## src/rtl/idma_rd_credit_ctrl_pkg.sv

```systemverilog
// Shared iDMA read-path definitions: sequencer state encoding and the burst
// sizing rule used to split a descriptor into bus read bursts.
package idma_rd_credit_ctrl_pkg;

    typedef enum logic [1:0] {
        ST_IDLE  = 2'd0,
        ST_ISSUE = 2'd1,
        ST_DRAIN = 2'd2,
        ST_ABORT = 2'd3
    } rd_state_e;

    // Beats in the next burst: smallest of what is left, the bus maximum and
    // the distance to the next address boundary.
    function automatic int unsigned burst_calc(
        input int unsigned remaining,
        input int unsigned max_burst,
        input int unsigned boundary,
        input int unsigned addr_off
    );
        int unsigned b;
        int unsigned to_bnd;
        to_bnd = boundary - addr_off;
        b      = remaining;
        if (max_burst < b) b = max_burst;
        if (to_bnd < b)    b = to_bnd;
        return b;
    endfunction

endpackage

```

## src/rtl/idma_credit_cnt.sv

```systemverilog
// Outstanding-beat counter and FIFO credit for the iDMA read path.
//   issue_i/issue_len_i   : burst accepted by the bus, adds its beats
//   rsp_valid_i           : one response beat returned
//   fifo_word_cnt_i       : current FIFO occupancy
//   outstanding_o         : beats requested but not yet returned (registered)
//   free_c                : FIFO words not yet claimed by count or outstanding
//   push_c                : response beat forwarded to the FIFO
//   err_o                 : sticky, a beat arrived with nothing outstanding
module idma_credit_cnt
    import idma_rd_credit_ctrl_pkg::*;
#(
    parameter int unsigned FIFO_DEPTH = 64,
    parameter int unsigned FIFO_CNT_W = 7,
    parameter int unsigned BURST_W    = 5
) (
    input  logic                  clk,
    input  logic                  rst_n,
    input  logic                  issue_i,
    input  logic [BURST_W-1:0]    issue_len_i,
    input  logic                  rsp_valid_i,
    input  logic [FIFO_CNT_W-1:0] fifo_word_cnt_i,
    output logic [FIFO_CNT_W-1:0] outstanding_o,
    output logic [FIFO_CNT_W:0]   free_c,
    output logic                  push_c,
    output logic                  err_o
);

    localparam int unsigned FREE_W = FIFO_CNT_W + 1;

    logic [FIFO_CNT_W-1:0] outstanding_q, outstanding_d;
    logic                  err_q, err_d;
    logic                  rsp_legal;

    // A beat only counts when something is owed; otherwise it is dropped and flagged.
    always_comb begin
        rsp_legal     = rsp_valid_i && (outstanding_q != '0);
        outstanding_d = outstanding_q;
        if (issue_i) begin
            outstanding_d = outstanding_d + FIFO_CNT_W'(issue_len_i);
        end
        if (rsp_legal) begin
            outstanding_d = outstanding_d - FIFO_CNT_W'(1);
        end
        err_d  = err_q | (rsp_valid_i && !rsp_legal);
        push_c = rsp_legal;
        free_c = FREE_W'(FIFO_DEPTH) - FREE_W'(fifo_word_cnt_i) - FREE_W'(outstanding_q);
    end

    always_ff @(posedge clk or negedge rst_n) begin
        if (!rst_n) begin
            outstanding_q <= '0;
            err_q         <= 1'b0;
        end else begin
            outstanding_q <= outstanding_d;
            err_q         <= err_d;
        end
    end

    assign outstanding_o = outstanding_q;
    assign err_o         = err_q;

endmodule

```

## src/rtl/idma_rd_credit_ctrl.sv

```systemverilog
// iDMA read-side sequencer: splits one descriptor at a time into bounded
// read bursts, raising a burst only when the FIFO can absorb every beat it
// will return, and sequences a FIFO clear when a descriptor is aborted.
//   desc_*        : descriptor handshake (start beat address, beat count)
//   abort         : single-cycle cancel of the running descriptor
//   rd_req_*      : burst request to the bus (held until accepted)
//   rd_rsp_valid  : response beat; fifo_push forwards it combinationally
//   fifo_word_cnt : FIFO occupancy; fifo_init clears FIFO pointers
//   busy/done/aborted/err : status (done/aborted are one-cycle pulses)
module idma_rd_credit_ctrl
    import idma_rd_credit_ctrl_pkg::*;
#(
    parameter int unsigned ADDR_W     = 32,
    parameter int unsigned LEN_W      = 16,
    parameter int unsigned MAX_BURST  = 16,
    parameter int unsigned BOUNDARY   = 16,
    parameter int unsigned FIFO_DEPTH = 64,
    parameter int unsigned FIFO_CNT_W = 7,
    parameter int unsigned BURST_W    = 5
) (
    input  logic                  clk,
    input  logic                  rst_n,
    input  logic                  desc_valid,
    output logic                  desc_ready,
    input  logic [ADDR_W-1:0]     desc_addr,
    input  logic [LEN_W-1:0]      desc_len,
    input  logic                  abort,
    output logic                  rd_req_valid,
    input  logic                  rd_req_ready,
    output logic [ADDR_W-1:0]     rd_req_addr,
    output logic [BURST_W-1:0]    rd_req_len,
    input  logic                  rd_rsp_valid,
    output logic                  fifo_push,
    input  logic [FIFO_CNT_W-1:0] fifo_word_cnt,
    output logic                  fifo_init,
    output logic                  busy,
    output logic                  done,
    output logic                  aborted,
    output logic                  err
);

    localparam int unsigned FREE_W = FIFO_CNT_W + 1;

    rd_state_e             state_q, state_d;
    logic [ADDR_W-1:0]     cur_addr_q, cur_addr_d;
    logic [LEN_W-1:0]      remaining_q, remaining_d;
    logic                  abort_pend_q, abort_pend_d;
    logic                  req_valid_q, req_valid_d;
    logic [ADDR_W-1:0]     req_addr_q, req_addr_d;
    logic [BURST_W-1:0]    req_len_q, req_len_d;
    logic                  done_q, done_d;
    logic                  aborted_q, aborted_d;
    logic                  fifo_init_q, fifo_init_d;
    logic                  busy_q, desc_ready_q;

    logic [FIFO_CNT_W-1:0] outstanding;
    logic [FIFO_CNT_W:0]   free;
    logic [BURST_W-1:0]    burst;
    logic                  req_hs;
    logic                  abort_any;
    int unsigned           rem_clip;
    int unsigned           addr_off;

    idma_credit_cnt #(
        .FIFO_DEPTH (FIFO_DEPTH),
        .FIFO_CNT_W (FIFO_CNT_W),
        .BURST_W    (BURST_W)
    ) u_credit (
        .clk             (clk),
        .rst_n           (rst_n),
        .issue_i         (req_hs),
        .issue_len_i     (req_len_q),
        .rsp_valid_i     (rd_rsp_valid),
        .fifo_word_cnt_i (fifo_word_cnt),
        .outstanding_o   (outstanding),
        .free_c          (free),
        .push_c          (fifo_push),
        .err_o           (err)
    );

    // Next burst size; remaining is clipped first so it fits the 32-bit helper.
    always_comb begin
        rem_clip = (remaining_q > LEN_W'(MAX_BURST)) ? MAX_BURST : 32'(remaining_q);
        addr_off = 32'(cur_addr_q & ADDR_W'(BOUNDARY - 1));
        burst    = BURST_W'(burst_calc(rem_clip, MAX_BURST, BOUNDARY, addr_off));
    end

    assign req_hs = req_valid_q && rd_req_ready;

    // Sequencer next state. An abort never cuts a raised request short: the
    // held request completes its handshake before the FSM moves to ABORT.
    always_comb begin
        state_d      = state_q;
        cur_addr_d   = cur_addr_q;
        remaining_d  = remaining_q;
        abort_pend_d = abort_pend_q;
        req_valid_d  = req_valid_q;
        req_addr_d   = req_addr_q;
        req_len_d    = req_len_q;
        done_d       = 1'b0;
        aborted_d    = 1'b0;
        fifo_init_d  = 1'b0;
        abort_any    = abort_pend_q ||
                       (abort && ((state_q == ST_ISSUE) || (state_q == ST_DRAIN)));

        unique case (state_q)
            ST_IDLE: begin
                abort_pend_d = 1'b0;
                if (desc_valid) begin
                    if (desc_len != '0) begin
                        cur_addr_d  = desc_addr;
                        remaining_d = desc_len;
                        state_d     = ST_ISSUE;
                    end else begin
                        done_d = 1'b1;
                    end
                end
            end
            ST_ISSUE: begin
                abort_pend_d = abort_any;
                if (req_hs) begin
                    req_valid_d = 1'b0;
                    cur_addr_d  = cur_addr_q + ADDR_W'(req_len_q);
                    remaining_d = remaining_q - LEN_W'(req_len_q);
                    if (abort_any) begin
                        state_d = ST_ABORT;
                    end else if (remaining_d == '0) begin
                        state_d = ST_DRAIN;
                    end
                end else if (!req_valid_q) begin
                    if (abort_any) begin
                        state_d = ST_ABORT;
                    end else if (FREE_W'(burst) <= free) begin
                        req_valid_d = 1'b1;
                        req_addr_d  = cur_addr_q;
                        req_len_d   = burst;
                    end
                end
            end
            ST_DRAIN: begin
                abort_pend_d = abort_any;
                if (abort_any) begin
                    state_d = ST_ABORT;
                end else if (outstanding == '0) begin
                    state_d = ST_IDLE;
                    done_d  = 1'b1;
                end
            end
            ST_ABORT: begin
                if (outstanding == '0) begin
                    state_d      = ST_IDLE;
                    aborted_d    = 1'b1;
                    fifo_init_d  = 1'b1;
                    abort_pend_d = 1'b0;
                end
            end
            default: state_d = ST_IDLE;
        endcase
    end

    always_ff @(posedge clk or negedge rst_n) begin
        if (!rst_n) begin
            state_q      <= ST_IDLE;
            cur_addr_q   <= '0;
            remaining_q  <= '0;
            abort_pend_q <= 1'b0;
            req_valid_q  <= 1'b0;
            req_addr_q   <= '0;
            req_len_q    <= '0;
            done_q       <= 1'b0;
            aborted_q    <= 1'b0;
            fifo_init_q  <= 1'b0;
            busy_q       <= 1'b0;
            desc_ready_q <= 1'b1;
        end else begin
            state_q      <= state_d;
            cur_addr_q   <= cur_addr_d;
            remaining_q  <= remaining_d;
            abort_pend_q <= abort_pend_d;
            req_valid_q  <= req_valid_d;
            req_addr_q   <= req_addr_d;
            req_len_q    <= req_len_d;
            done_q       <= done_d;
            aborted_q    <= aborted_d;
            fifo_init_q  <= fifo_init_d;
            busy_q       <= (state_d != ST_IDLE);
            desc_ready_q <= (state_d == ST_IDLE);
        end
    end

    assign desc_ready   = desc_ready_q;
    assign busy         = busy_q;
    assign rd_req_valid = req_valid_q;
    assign rd_req_addr  = req_addr_q;
    assign rd_req_len   = req_len_q;
    assign done         = done_q;
    assign aborted      = aborted_q;
    assign fifo_init    = fifo_init_q;

endmodule

```

## config.mk

```make
export PLATFORM = sky130hd
export DESIGN_NAME = idma_rd_credit_ctrl
export DESIGN_NICKNAME = d
export VERILOG_FILES = /design/src/rtl/idma_rd_credit_ctrl_pkg.sv /design/src/rtl/idma_credit_cnt.sv /design/src/rtl/idma_rd_credit_ctrl.sv
export SDC_FILE = /design/constraint.sdc
export NUM_CORES = 1
export LEC_CHECK = 0
export BUFFER_PORTS_ARGS = -buffer_cell sky130_fd_sc_hd__buf_2
export CELL_PAD_IN_SITES_DETAIL_PLACEMENT = 1
export CELL_PAD_IN_SITES_GLOBAL_PLACEMENT = 1
export CORE_ASPECT_RATIO = 0.9
export CORE_MARGIN = 2
export CORE_UTILIZATION = 48
export DETAILED_ROUTE_END_ITERATION = 8
export GPL_TIMING_DRIVEN = 0
export PLACE_DENSITY_LB_ADDON = 0.1
export SYNTH_ARGS = -nofsm -noshare
export SYNTH_HDL_FRONTEND = slang
export SYNTH_SLANG_ARGS = --single-unit
```

## constraint.sdc

```tcl
create_clock -name clk -period 11 [get_ports clk]
set_input_delay 2.2 -clock clk [delete_from_list [all_inputs] [get_ports clk]]
set_output_delay 2.2 -clock clk [all_outputs]
set_load 0.05 [all_outputs]
```

==> results.json <==
{
  "outcome": "complete, no violations",
  "startpoint_type": "input port",
  "post_cts_resize_count": 0,
  "timing.critical_path.slowest_stage_cell": "sky130_fd_sc_hd__a2111oi_0",
  "muxShareOfSynthArea_pct": 10.3,
  "final.fill_count": 1657,
  "syn_avg_cell_area_sq_um": 9.36,
  "n_antenna_cell": 0,
  "dieArea_sq_mm": 0.0153,
  "crit_path_max_fanout": 10,
  "drt.antenna.violating_nets": 0,
  "synthArstFlopShare_pct": 100,
  "synth_simple_gate_area_share_pct": 17.6,
  "combinational_family_with_the_most_area_after_synthesis": "compound AO/OA/AOI/OAI gates",
  "maxSlewViolCount": 0,
  "leakage_nw": 3.64,
  "drtIter0Drc": 518,
  "cts-root-to-sink-buffers": 2,
  "hold_fix_buffers_at_cts": 0,
  "synth.cell_area_sq_mm": 0.00686,
  "grt_pass1_vias": 6625,
  "cts-htree-levels": 3,
  "final_hold_fails": 0,
  "max-cap-violations": 0,
  "power.density_mw_per_mm2": 354,
  "timing.slew.headroom_pct": 33.8,
  "sequential_share_of_the_synthesized_area_pct": 36.9,
  "synth_top_cells_by_count": "sky130_fd_sc_hd__dfrtp_1, sky130_fd_sc_hd__nand2_1, sky130_fd_sc_hd__a21oi_1, sky130_fd_sc_hd__ha_1, sky130_fd_sc_hd__nor2_1",
  "drive_above_1_share_pct": 21.8,
  "setup_viol": 0,
  "die_width_um": 130,
  "post-cts-setup-buffer-count": 0,
  "critical-path-top-cell-by-count": "sky130_fd_sc_hd__ha_1",
  "top_reg_cell_synth": "sky130_fd_sc_hd__dfrtp_1",
  "yosys.cell_count.top_type": "sky130_fd_sc_hd__dfrtp_1",
  "grt_start_max_net_pins": 53,
  "multi_input_area_sq_mm": 0.00399,
  "finalWeightedCongestion": 0.912,
  "layout.area.seq_sq_mm": 0.00253,
  "worst_margin_pin_slew_ns": 0.984,
  "worst_hold_slack_ns": 0.466,
  "groute.usage.overall_pct": 29.5,
  "dp_worst_setup_slack_ns": 4.88,
  "setup_tns_ns": 0,
  "grt_first_pass_wirelength_mm": 35.1,
  "cts_root_buffer": "sky130_fd_sc_hd__clkbuf_16",
  "post_drt_wl_per_cell_um": 20.9,
  "crit_path_max_incr_delay_ns": 0.85,
  "worst-r2r-cell-count": 17,
  "final.min_clock_period_ns": 5.76,
  "critPathRequiredTime_ns": 11.24,
  "ir_worst_vdd_mv": 0.139,
  "power.total_mw": 2.81,
  "num_rows": 41,
  "total_overflow_reported_by_the_global_router": 0,
  "antenna_found_initial": 0,
  "clock-sinks": 101,
  "fp.coreArea_sq_mm": 0.0140,
  "worst_ep_arrival_time_ns": 6.00,
  "start_util_pct": 49.0,
  "final_critical_path_setup_slack_ns": 5.24,
  "total_clock_buffers_created_by_cts": 9,
  "yosys_warnings": 0,
  "max_freq_mhz": 174,
  "worst_hold_path_type": "reg2reg",
  "postSynthRegisterBits": 101,
  "worstSetupEndpointType": "flip-flop",
  "clock_latency_ns": 0.36,
  "yosysTopAreaCellShare_pct": 36.5,
  "clock_skew_ns": 0.00899,
  "syn_nets": 841,
  "setup_repair_after_global_routing_missed_its_margin": "false",
  "synth_area_leaders": "sky130_fd_sc_hd__dfrtp_1, sky130_fd_sc_hd__ha_1, sky130_fd_sc_hd__mux2_2, sky130_fd_sc_hd__mux2i_1, sky130_fd_sc_hd__a21oi_1",
  "tritoncts": "built",
  "synth.distinct_cells": 72,
  "setup.worst_path.class": "in2reg",
  "synth-compound-area-share_pct": 19.1,
  "total_drc_errors_in_the_routed_layout": 0,
  "dp_hpwl_mm": 16.8,
  "worst_hold_path.num_cells": 1,
  "place.port_buffers": 105,
  "final_wirelength_mm": 21.9,
  "worst_setup_hold_path_clk_slew_ns": 0.07,
  "die_y_um": 117,
  "xor_and_xnor_area_share_after_synthesis_pct": 2.17,
  "via_count": 6475,
  "postSynthCellCount": 733,
  "synth.largest_area_cell": "sky130_fd_sc_hd__dfrtp_1",
  "yosys.area_share.adder_pct": 9.01,
  "design.final.nets": 958,
  "crit_path_cell_trace": "buf_2 -> ha_1 -> inv_1 -> ha_1 -> fa_1 -> xnor2_1 -> ha_1 -> and4_1 -> a2111oi_0 -> a2111oi_0 -> buf_2 -> buf_4 -> mux2_1",
  "post_drt_via_cell_ratio": 6.18,
  "top_level_ports": 106,
  "router_iterations_before_antenna_repair": 5,
  "final_min_period_over_clock_period_pct": 52.3,
  "areaGrowthSynthToFinish_pct": 15.7,
  "synth_enable_flop_cells": 0
}
-- metal layers --
metal	routed length, um	share of wire [%]	up-vias	GRT usage, %
li1	-	-	2955	-
met1	10400	47	3284	43.3
met2	10100	46	204	45.7
met3	1080	4.9	32	4.56
met4	395	1.8	0	7.53
met5	0	0	-	0
-- worst max-delay path: cells and delay by family --
kind / cells / cell delay [ns]
multiplexers: 1 / 0.31
AO/OA/AOI/OAI: 2 / 1.22
adder cells (fa/ha/maj): 4 / 1.18
buffers and inverters: 4 / 0.71
XOR/XNOR: 1 / 0.16
AND/OR/NAND/NOR: 1 / 0.20
-- area by class of cell --
class / count / area share (%)
multi-input cells: 550 / 50.3
flip-flops and latches: 101 / 31.9
clock buffers: 9 / 2.84
inverters: 40 / 1.89
clock inverters: 6 / 0.725
plain buffers: 42 / 2.33
well taps: 193 / 3.04
repair buffers: 106 / 7.00
-- placed cells by master, fill, tap and decap left out, types with 10 or more instances in the layout --
| cell | n |
|---|---|
| sky130_fd_sc_hd__mux2i_1 | 27 |
| sky130_fd_sc_hd__o2111ai_1 | 11 |
| sky130_fd_sc_hd__or4_1 | 11 |
| sky130_fd_sc_hd__a21oi_1 | 46 |
| sky130_fd_sc_hd__clkbuf_1 | 27 |
| sky130_fd_sc_hd__and2_1 | 11 |
| sky130_fd_sc_hd__nand2_1 | 61 |
| sky130_fd_sc_hd__buf_2 | 114 |
| sky130_fd_sc_hd__nand3_1 | 14 |
| sky130_fd_sc_hd__a21o_1 | 14 |
| sky130_fd_sc_hd__ha_1 | 43 |
| sky130_fd_sc_hd__dfrtp_1 | 100 |
| sky130_fd_sc_hd__nand4_1 | 10 |
| sky130_fd_sc_hd__nor3_1 | 16 |
| sky130_fd_sc_hd__inv_1 | 40 |
| sky130_fd_sc_hd__o22ai_1 | 25 |
| sky130_fd_sc_hd__xnor2_1 | 12 |
| sky130_fd_sc_hd__o21ai_0 | 22 |
| sky130_fd_sc_hd__nor2_1 | 43 |
| sky130_fd_sc_hd__mux2_2 | 38 |
| sky130_fd_sc_hd__and3_1 | 10 |
-- through the flow --
step / util [%] / cell area (sq um) / instances
finish: 56.7 / 7940 / 1047
global route: 56.7 / 7940 / 1047
CTS: 56.7 / 7940 / 1047
detailed placement: 54.7 / 7650 / 1032
global placement: 54.4 / 7620 / 1031
floorplan: - / 6860 / 733
-- flip-flops by register name (all words and copies together) (netlist names) --
name	count
desc_ready	1
done	1
state_q	2
busy	1
u_credit.err_o	1
remaining_q	16
u_credit.outstanding_o	7
fifo_init	1
rd_req_len	5
abort_pend_q	1
cur_addr_q	32
rd_req_addr	32
rd_req_valid	1
-- final timing paths --
check,from,endpoint,slack [ns]
worst max-delay path,fifo_word_cnt[1],rd_req_addr[28],5.24
worst min-delay path,u_credit.err_o,u_credit.err_o,0.47
worst max register to register,remaining_q[8],rd_req_addr[28],5.39
worst min register to register,u_credit.err_o,u_credit.err_o,0.47
max in group asynchronous,rst_n,desc_ready,8.43
min in group asynchronous,rst_n,abort_pend_q,1.86
-- cell families after synthesis --
family,Yosys count
simple gates,231
buf+inv,82
xor+xnor,17
flops,101
compound gates,189
fa+ha+maj,47
mux,66
-- power breakdown --
part           leakage [nW]  total (mW)  switching [mW]  internal (mW)
clock network         0.140       0.315           0.157          0.158
logic                  2.26        1.78            1.12          0.654
registers              1.23       0.720           0.184          0.536
Power figures use the tool's default switching activity.
